[src/rtl/wb_pkg.sv]
// Shared types and constants for the writeback-port arbiter.
package wb_pkg;
    localparam int REG_ADDR_W = 6;
    localparam int DATA_W     = 32;
    localparam logic [REG_ADDR_W-1:0] X0_ADDR = 6'h00;

    typedef struct packed {
        logic [REG_ADDR_W-1:0] addr;
        logic [DATA_W-1:0]     data;
    } wb_req_t;
endpackage

[src/rtl/wb_arbiter_if.sv]
// Writeback bus bundle: pipeline WB request, late-result push, register-file port.
// master = requester/register-file side, slave = the arbiter.
interface wb_arbiter_if;
    import wb_pkg::*;

    logic                  pipe_wb_en;
    logic [REG_ADDR_W-1:0] pipe_wb_addr;
    logic [DATA_W-1:0]     pipe_wb_data;
    logic                  pipe_hold;
    logic                  late_valid;
    logic                  late_ready;
    logic [REG_ADDR_W-1:0] late_addr;
    logic [DATA_W-1:0]     late_data;
    logic                  rf_wb_en;
    logic [REG_ADDR_W-1:0] rf_wb_addr;
    logic [DATA_W-1:0]     rf_wb_data;

    modport master (
        output pipe_wb_en, pipe_wb_addr, pipe_wb_data, late_valid, late_addr, late_data,
        input  pipe_hold, late_ready, rf_wb_en, rf_wb_addr, rf_wb_data
    );
    modport slave (
        input  pipe_wb_en, pipe_wb_addr, pipe_wb_data, late_valid, late_addr, late_data,
        output pipe_hold, late_ready, rf_wb_en, rf_wb_addr, rf_wb_data
    );
endinterface

[src/rtl/wb_fifo.sv]
// Late-result FIFO. DEPTH must be a power of two so pointers wrap naturally.
// Push while full and pop while empty are ignored.
module wb_fifo
    import wb_pkg::*;
#(
    parameter int DEPTH = 4
) (
    input  logic                   clk,
    input  logic                   rst_n,
    input  logic                   push,
    input  wb_req_t                push_data,
    input  logic                   pop,
    output wb_req_t                head,
    output logic                   full,
    output logic                   empty,
    output logic [$clog2(DEPTH):0] count
);
    localparam int AW = $clog2(DEPTH);

    wb_req_t       mem [DEPTH];
    logic [AW-1:0] wr_ptr, rd_ptr;
    logic          do_push, do_pop;

    assign full    = (count == (AW+1)'(DEPTH));
    assign empty   = (count == '0);
    assign do_push = push && !full;
    assign do_pop  = pop && !empty;
    assign head    = mem[rd_ptr];

    // pointer and occupancy bookkeeping
    always_ff @(posedge clk or negedge rst_n) begin
        if (!rst_n) begin
            wr_ptr <= '0;
            rd_ptr <= '0;
            count  <= '0;
        end else begin
            if (do_push) wr_ptr <= wr_ptr + AW'(1);
            if (do_pop)  rd_ptr <= rd_ptr + AW'(1);
            count <= count + (AW+1)'(do_push) - (AW+1)'(do_pop);
        end
    end

    // storage needs no reset; occupancy guards every read
    always_ff @(posedge clk) begin
        if (do_push) mem[wr_ptr] <= push_data;
    end
endmodule

[src/rtl/wb_arbiter.sv]
// Register-file write-port arbiter: pipeline writeback vs. buffered late results,
// with starvation-forced drains and a 64-entry pending scoreboard for hazards.
// Optional macro WB_BYPASS_EN: a late result may write the port in its arrival
// cycle when nothing else competes.
module wb_arbiter
    import wb_pkg::*;
#(
    parameter int DEPTH      = 4,
    parameter int STARVE_MAX = 8
) (
    input  logic                   clk,
    input  logic                   rst_n,
    input  logic                   bus_stall,
    wb_arbiter_if.slave            bus,
    input  logic                   issue_en,
    input  logic [REG_ADDR_W-1:0]  issue_addr,
    input  logic [REG_ADDR_W-1:0]  rs1_addr,
    input  logic [REG_ADDR_W-1:0]  rs2_addr,
    input  logic [REG_ADDR_W-1:0]  rd_addr,
    input  logic                   rd_we,
    output logic                   hazard_stall,
    output logic [$clog2(DEPTH):0] fifo_count
);
    localparam int CW = $clog2(STARVE_MAX + 1);

    logic [CW-1:0]  cnt, cnt_nxt;
    logic [63:0]    pend, pend_nxt;
    wb_req_t        head, late_req;
    logic           full, empty, pop, push, bypass;
    logic           late_wr;
    logic           wb_en;
    wb_req_t        wb_req;

    assign late_req = '{addr: bus.late_addr, data: bus.late_data};
    assign push     = bus.late_valid && !full && !bypass;
    assign bus.late_ready = !full;

    wb_fifo #(.DEPTH(DEPTH)) u_fifo (
        .clk       (clk),
        .rst_n     (rst_n),
        .push      (push),
        .push_data (late_req),
        .pop       (pop),
        .head      (head),
        .full      (full),
        .empty     (empty),
        .count     (fifo_count)
    );

    // port select: stall > forced drain > pipeline > FIFO drain (> bypass)
    always_comb begin
        pop           = 1'b0;
        bypass        = 1'b0;
        late_wr       = 1'b0;
        wb_en         = 1'b0;
        wb_req        = '0;
        bus.pipe_hold = 1'b0;
        cnt_nxt       = cnt;
        if (bus_stall) begin
            cnt_nxt = cnt;
        end else if (cnt == CW'(STARVE_MAX) && !empty) begin
            pop           = 1'b1;
            wb_req        = head;
            wb_en         = (head.addr != X0_ADDR);
            late_wr       = wb_en;
            bus.pipe_hold = bus.pipe_wb_en;
            cnt_nxt       = '0;
        end else if (bus.pipe_wb_en) begin
            wb_req  = '{addr: bus.pipe_wb_addr, data: bus.pipe_wb_data};
            wb_en   = 1'b1;
            cnt_nxt = empty ? '0 : cnt + CW'(1);
        end else if (!empty) begin
            pop     = 1'b1;
            wb_req  = head;
            wb_en   = (head.addr != X0_ADDR);
            late_wr = wb_en;
            cnt_nxt = '0;
        end
`ifdef WB_BYPASS_EN
        else if (bus.late_valid && cnt < CW'(STARVE_MAX)) begin
            bypass  = 1'b1;
            wb_req  = late_req;
            wb_en   = (late_req.addr != X0_ADDR);
            late_wr = wb_en;
            cnt_nxt = '0;
        end
`endif
    end

    assign bus.rf_wb_en   = wb_en;
    assign bus.rf_wb_addr = wb_en ? wb_req.addr : '0;
    assign bus.rf_wb_data = wb_en ? wb_req.data : '0;

    // scoreboard update: clear on late write, then set on issue so set wins
    always_comb begin
        pend_nxt = pend;
        if (late_wr) pend_nxt[wb_req.addr] = 1'b0;
        if (issue_en && issue_addr != X0_ADDR) pend_nxt[issue_addr] = 1'b1;
    end

    // starvation counter and scoreboard registers
    always_ff @(posedge clk or negedge rst_n) begin
        if (!rst_n) begin
            cnt  <= '0;
            pend <= '0;
        end else begin
            cnt  <= cnt_nxt;
            pend <= pend_nxt;
        end
    end

    assign hazard_stall = pend[rs1_addr] | pend[rs2_addr] | (rd_we & pend[rd_addr]);
endmodule

[src/flat_wrapper.sv]
// flat-port wrapper written by rule: the top's interface ports become plain ports
module wb_arbiter_flat import wb_pkg::*;
#(
    parameter int DEPTH      = 4,
    parameter int STARVE_MAX = 8
)
  (clk, rst_n, bus_stall, issue_en, issue_addr, rs1_addr, rs2_addr, rd_addr, rd_we, hazard_stall, fifo_count, bus_pipe_wb_en, bus_pipe_wb_addr, bus_pipe_wb_data, bus_late_valid, bus_late_addr, bus_late_data, bus_pipe_hold, bus_late_ready, bus_rf_wb_en, bus_rf_wb_addr, bus_rf_wb_data);
  wb_arbiter_if bus_i ();
  input  logic clk;
  input  logic rst_n;
  input  logic bus_stall;
  input  logic issue_en;
  input  logic [REG_ADDR_W-1:0] issue_addr;
  input  logic [REG_ADDR_W-1:0] rs1_addr;
  input  logic [REG_ADDR_W-1:0] rs2_addr;
  input  logic [REG_ADDR_W-1:0] rd_addr;
  input  logic rd_we;
  output logic hazard_stall;
  output logic [$clog2(DEPTH):0] fifo_count;
  input wire logic [$bits(bus_i.pipe_wb_en)-1:0] bus_pipe_wb_en;
  input wire logic [$bits(bus_i.pipe_wb_addr)-1:0] bus_pipe_wb_addr;
  input wire logic [$bits(bus_i.pipe_wb_data)-1:0] bus_pipe_wb_data;
  input wire logic [$bits(bus_i.late_valid)-1:0] bus_late_valid;
  input wire logic [$bits(bus_i.late_addr)-1:0] bus_late_addr;
  input wire logic [$bits(bus_i.late_data)-1:0] bus_late_data;
  output wire logic [$bits(bus_i.pipe_hold)-1:0] bus_pipe_hold;
  output wire logic [$bits(bus_i.late_ready)-1:0] bus_late_ready;
  output wire logic [$bits(bus_i.rf_wb_en)-1:0] bus_rf_wb_en;
  output wire logic [$bits(bus_i.rf_wb_addr)-1:0] bus_rf_wb_addr;
  output wire logic [$bits(bus_i.rf_wb_data)-1:0] bus_rf_wb_data;
  assign bus_i.pipe_wb_en = bus_pipe_wb_en;
  assign bus_i.pipe_wb_addr = bus_pipe_wb_addr;
  assign bus_i.pipe_wb_data = bus_pipe_wb_data;
  assign bus_i.late_valid = bus_late_valid;
  assign bus_i.late_addr = bus_late_addr;
  assign bus_i.late_data = bus_late_data;
  assign bus_pipe_hold = bus_i.pipe_hold;
  assign bus_late_ready = bus_i.late_ready;
  assign bus_rf_wb_en = bus_i.rf_wb_en;
  assign bus_rf_wb_addr = bus_i.rf_wb_addr;
  assign bus_rf_wb_data = bus_i.rf_wb_data;
  wb_arbiter #(.DEPTH(DEPTH), .STARVE_MAX(STARVE_MAX)) u_core (.clk(clk), .rst_n(rst_n), .bus_stall(bus_stall), .bus(bus_i), .issue_en(issue_en), .issue_addr(issue_addr), .rs1_addr(rs1_addr), .rs2_addr(rs2_addr), .rd_addr(rd_addr), .rd_we(rd_we), .hazard_stall(hazard_stall), .fifo_count(fifo_count));
endmodule
[config.mk]
export PLATFORM = sky130hd
export DESIGN_NAME = wb_arbiter_flat
export DESIGN_NICKNAME = d
export VERILOG_FILES = /design/src/rtl/wb_pkg.sv /design/src/rtl/wb_arbiter_if.sv /design/src/rtl/wb_fifo.sv /design/src/rtl/wb_arbiter.sv /design/src/flat_wrapper.sv
export SDC_FILE = /design/constraint.sdc
export NUM_CORES = 1
export LEC_CHECK = 0
export CAP_MARGIN = 0
export CORE_ASPECT_RATIO = 0.7
export CORE_MARGIN = 2
export CORE_UTILIZATION = 55
export DETAILED_ROUTE_END_ITERATION = 8
export GPL_TIMING_DRIVEN = 0
export MAX_ROUTING_LAYER = met4
export PLACE_DENSITY = 0.83
export SETUP_SLACK_MARGIN = 0.5
export SYNTH_ARGS = -nofsm -noshare
export SYNTH_HDL_FRONTEND = slang
export SYNTH_SLANG_ARGS = --single-unit
[constraint.sdc]
create_clock -name clk -period 2.7 [get_ports clk]
set_input_delay 0.405 -clock clk [delete_from_list [all_inputs] [get_ports clk]]
set_output_delay 0.405 -clock clk [all_outputs]
set_load 0.01 [all_outputs]
# [After elaboration in Yosys (flattened, before gate mapping)]
# Memory sizes are Yosys's and may differ from the RTL's.
# Cells that the tools add are included.
[totals] register_bits=75 latch_bits=0 ramBits=152 rom_bits=0 in_bits=107 out_inout_bits=45 elab_cells=78 mem_count=1
[mem_list] memory="u_core.u_fifo.mem" words=4 word_bits=38 rd=1 rd_clocked_by_memory_dff=0 wr=1 line_no="wb_fifo.sv:20" source="wb_req_t mem [DEPTH];"
[op_classes] addsub=5 mul=0 n_div=0 n_lt_le_gt_ge=7 n_eq_ne=3 n_shift=0 muxes=37 n_bitwise=7 reduce_logical=13
[ops] cell="$mux W38" n=4
[ops] cell="$mux W64" n=2
[ops] cell="$and A64 B64 Y64" n=1
[ops] cell="$not A64 Y64" n=1
[ops] cell="$or A64 B64 Y64" n=1
[ops] cell="$lt A6 B7 Y1 const B" n=5
[ops] cell="$mux W32" n=1
[ops] cell="$mux W1" n=20
[ops] cell="$bmux W1 S6" n=3
[ops] cell="$mux W4" n=4
[ops] cell="$demux W1 S6" n=2
[ops] cell="$ge A6 B1 Y1 const B" n=2
[ops] cell="$reduce_bool A6 Y1" n=2
[ops] cell="$logic_and A1 B1 Y1" n=7
[ops] cell="$mux W6" n=1
[ops] cell="$add A2 B1 Y2 const B" n=2
[ops] cell="$add A4 B1 Y4 const B" n=1
[ops] cell="$eq A4 B4 Y1 const B" n=1
[ops] cell="$add A3 B1 Y3" n=1
[ops] cell="$eq A3 B3 Y1 const B" n=1
[ops] cell="$logic_not A3 Y1" n=1
[ops] cell="$ne A3 B3 Y1 const B" n=1
[ops] cell="$sub A3 B1 Y3" n=1
[ops] cell="$logic_not A1 Y1" n=2
[ops] cell="4 further kinds" n=5

# [Logic depth before layout (Yosys ltp)]
[logic_depth] ltp_word=14 mapped_depth=11 mapped_depth_nobuf=9

# [Cells and area by module]
# From an unflattened synthesis, not the netlist that was laid out.
[hier_totals] cells_unflattened=802 hier_area_um2=11330.9
[by_module_without_submodules] module="wb_fifo" instances=1 cells_each=241 area_per_inst_um2=6008.3
[by_module_without_submodules] module="wb_arbiter" instances=1 cells_each=561 area_per_inst_um2=5322.6

# [Worst setup path before layout]
# No wires, ideal clock.
[synth_timing] kind="input to output" start="in rs2_addr[0]" end="out hazard_stall" t_arrival_ns=2.222 required_ns=2.295 setup_slack_ns=0.073 cell_stages=7 path_buffers=2 cell_sequence="buf_2 clkbuf_1 mux4_2 mux2i_1 a21oi_1 nor4_1 nand3_1"
[synth_via] elab_chain_cells=4
[synth_rtl] element="from (decl)" line_no="flat_wrapper.sv:15" source="input logic [REG_ADDR_W-1:0] rs2_addr;"
[synth_rtl] element="$bmux W1 S6" line_no="wb_arbiter.sv:112" source="assign hazard_stall = pend[rs1_addr] | pend[rs2_addr] | (rd_we & pend[rd_addr]);"
[synth_rtl] element="$mux W1 (not written as such)" line_no="wb_arbiter.sv:112"
[synth_rtl] element="$or A1 B1 Y1 (2 in series)" line_no="wb_arbiter.sv:112"
[synth_rtl] element="to (decl)" line_no="flat_wrapper.sv:18" source="output logic hazard_stall;"
# No other way between the ends. The select of a mux whose other input is x is not followed.

# [Final worst setup path]
[layout_timing] start="reg u_core.u_fifo.rd_ptr[0]" end="out bus_rf_wb_data[6]"
[layout_via] elab_chain_cells=7
[layout_rtl] element="from (decl)" line_no="wb_fifo.sv:21" source="logic [AW-1:0] wr_ptr, rd_ptr;"
[layout_rtl] element="from (signal assigned)" line_no="wb_fifo.sv:38" source="if (do_pop) rd_ptr <= rd_ptr + AW'(1);"
[layout_rtl] element="$mem_v2 Z4 W38 *"
[layout_rtl] element="$reduce_bool A6 Y1" line_no="wb_arbiter.sv:64, wb_arbiter.sv:75"
[layout_rtl] element="$mux W1" line_no="wb_arbiter.sv:72" source="end else if (!empty) begin"
[layout_rtl] element="$mux W1" line_no="wb_arbiter.sv:68" source="end else if (bus.pipe_wb_en) begin"
[layout_rtl] element="$mux W1" line_no="wb_arbiter.sv:61" source="end else if (cnt == CW'(STARVE_MAX) && !empty) begin"
[layout_rtl] element="$mux W1" line_no="wb_arbiter.sv:59" source="if (bus_stall) begin"
[layout_rtl] element="$mux W32 *" line_no="wb_arbiter.sv:92" source="assign bus.rf_wb_data = wb_en ? wb_req.data : '0;"
[layout_rtl] element="to (decl)" line_no="flat_wrapper.sv:30" source="output wire logic [$bits(bus_i.rf_wb_data)-1:0] bus_rf_wb_data;"
# Mark *: on every way between the ends. The rest lies on a longest branch, timed or not.

==> flow_summary.toml <==
[synthesis]
synth_adder_area_share_pct = 1.09
ys_seq_area_share_pct = 58.5
syn_nets = 905
yosys_register_bits = 227
synth-simple-area-share_pct = 7.39
synth_cell_types = 50
async_flop_share_pct = 33.0
yosys_warnings = 0
netlist_area_um2 = 11000
synth_xor_area_share_pct = 0.397
synthFlopType = "edfxtp_1"
synth_top_family_by_area = "multiplexers"
synth_cells = 789
synth_compound_area_share_pct = 9.87
muxShareOfSynthArea_pct = 19.5
synth-edff-count = 152
syn_avg_cell_area_um2 = 14.0

[final_layout]
drive_above_1_share_pct = 38.8
stdcell_count = 1321
nNetsFinal = 1148
syn_to_final_growth_pct = 38.4

[route]
final_antenna_net_count = 0
route.detailed.drc = 0
drt_iter0_drc = 1672
routed_wl_mm = 38.2
dr.pass1.iters = 9
post_drt_wl_per_cell_um = 28.9
route.vias.total = 9238
viasPerCell = 6.99

[grt]
antenna_found_initial = 2
grt_pass1_wl_mm = 50.9
grt_pass1_vias = 8434
grt_overflow_total = 0
grt_usage_pct = 32.7
grt_max_degree = 75

[floorplanning]
num_io_pins = 152
die_w_um = 173
fp.dieH_um = 122
rows = 43
initial_utilization_pct = 55.8
coreArea_um2 = 19700
dieArea_um2 = 21200

[placement]
port_buffers = 143
dp_hpwl_mm = 20.6
pre_cts_ws_ns = -0.847
place_congestion = 0.917
dp.cells = 1207

[sta]
finalSetupViolations = 89
hold_viol_final = 0
slew-limit-headroom_pct = 52.7
slew_violations = 0
period_needed_ns = 3.15
grt_setup_unrepaired = "true"
tightestPinTransition_ns = 0.710
period_share_pct = 117
setup_ws_ns = -0.447
skew_ns = 0.0225
fmax_ghz = 0.318

[critical_path]
path_class = "reg -> out"
reg2reg_depth = 14
endpoint_kind = "primary output"
start_kind = "flip-flop"
cp.arrival_ns = 2.74
crit_fanout = 7
cp.required_ns = 2.30

[clock_tree]
cts_buffers = 22
cts_tree = "yes"
path_clk_slew_ns = 0.07
cts_buffer_depth = 3
clock_latency_ns = 0.53
clock-sinks = 227
htree_levels = 1
ctsRootBufferMaster = "clkbuf_16"

[run]
maxCapViolCount = 0

[power]
p_leak_nw = 5.62
power_density_nw_per_um2 = 889
design_power_total_mw = 13.6
peakVddDrop_v = 0.000607

[status]
violations = "negative setup slack"
status = "finished with violations"

[worst_hold_path]
hold_path.class = "in -> async"
[state kept, by name (all words and copies together) (netlist names)]
register	count
u_core.pend	64
u_core.u_fifo.mem	152
u_core.u_fifo.rd_ptr	2
u_core.u_fifo.wr_ptr	2
u_core.u_fifo.count	3
u_core.cnt	4
[kinds of logic (layout without fill, tap and decap cells)]
family,Yosys count,after routing
AND/OR/NAND/NOR,162,162
flip-flops,227,227
buffers and inverters,94,353
multiplexers,119,119
XOR/XNOR,5,5
AO/OA/AOI/OAI,173,173
adder cells (fa/ha/maj),9,9
other,0,3
[placed cells by master (no fill, tap or decap), types with 11 or more instances in the layout]
master             n
nor2_2            17
buf_2             17
o21ai_2           33
nor2_1            22
nor2_4            34
inv_1             40
mux2i_1           39
nand3_1           11
o21ai_1           30
buf_6             53
o22ai_1           23
clkbuf_16         28
buf_4             44
mux4_2            76
edfxtp_1         152
dfrtp_1           67
nand3b_1          15
clkbuf_1          13
a22oi_1           35
nand2_1           11
clkdlybuf4s50_1   99
[repair_timing]
action	CTS	global route
gates cloned	4	0
resized for setup	358	135
pin swaps	61	47
endpoints found under the setup margin	107	106
hold buffers	1	0
buffers inserted	48	18
endpoints found under the hold margin	75	0
[cells in the mapped netlist, types with 10 or more instances]
cell        n  area (um2)
a22oi_1    35         263
clkbuf_1   37         139
dfrtp_1    75        1880
edfxtp_1  152        4560
inv_1      45         169
mux2i_1    39         390
mux4_2     76        1710
nand2_1    13        48.8
nand3_1    15        75.1
nand3b_1   15         113
nor2_1     73         274
o211ai_1   10        75.1
o21ai_0    65         325
o22ai_1    31         194
[report_power, final]
part / internal, mW / switching, mW
sequential: 4.55 / 0.624
clock: 1.60 / 1.37
combinational: 2.67 / 2.75
total: 8.81 / 4.75
[worst paths after layout]
kind                                          from  slack, ns           endpoint
setup / recovery           u_core.u_fifo.rd_ptr[0]      -0.45  bus_rf_wb_data[6]
hold / removal                               rst_n       0.21     u_core.pend[0]
setup reg to reg           u_core.u_fifo.rd_ptr[0]      -0.24     u_core.pend[3]
hold reg to reg                     u_core.pend[0]       0.56     u_core.pend[0]
max in group asynchronous                    rst_n       1.91    u_core.pend[15]
min in group clk                    bus_pipe_wb_en       0.52      u_core.cnt[3]
[routing by layer]
layer / up-vias / track usage (%) / routed length, um
met5: - / - / 0
met4: 0 / 9.48 / 2080
met3: 235 / 10.8 / 5670
met2: 903 / 47.5 / 16600
met1: 4506 / 44.4 / 13800
li1: 3594 / - / -
[area by class of cell]
type                       instances  area [um2]
sequential                       227        6450
multi-input combinational        468        4930
fill                            1039        4500
timing repair buffer             219        2200
clock buffer                      26         566
buffer                            49         478
tap                              270         338
inverter                          45         171
clock inverter                    14         100
antenna                            3        7.51
[critical path: stages (launching register included)]
cell and delay [ns]:
dfrtp_1 0.35, buf_6 0.12, buf_12 0.13, mux4_2 0.58, nor2_4 0.18, a31oi_4 0.12, o21bai_4 0.17, buf_12 0.19
clkbuf_16 0.19, nor2_4 0.04, buf_6 0.13
[metrics by stage]
stage | util [%] | TNS (ns) | cell area, um2 | hold slack [ns]
2_1_floorplan | - | 0 | 11200 | 0.109
3_3_place_gp | 65.7 | -144.47 | 13000 | 0.490
3_5_place_dp | 66.2 | -21.05 | 13100 | 0.206
4_1_cts | 73.8 | -10.42 | 14600 | 0.227
5_1_grt | 77.2 | -25.50 | 15200 | 0.230
6_report | 77.2 | -20.45 | 15200 | 0.210
(Power assumes the default switching activity.)
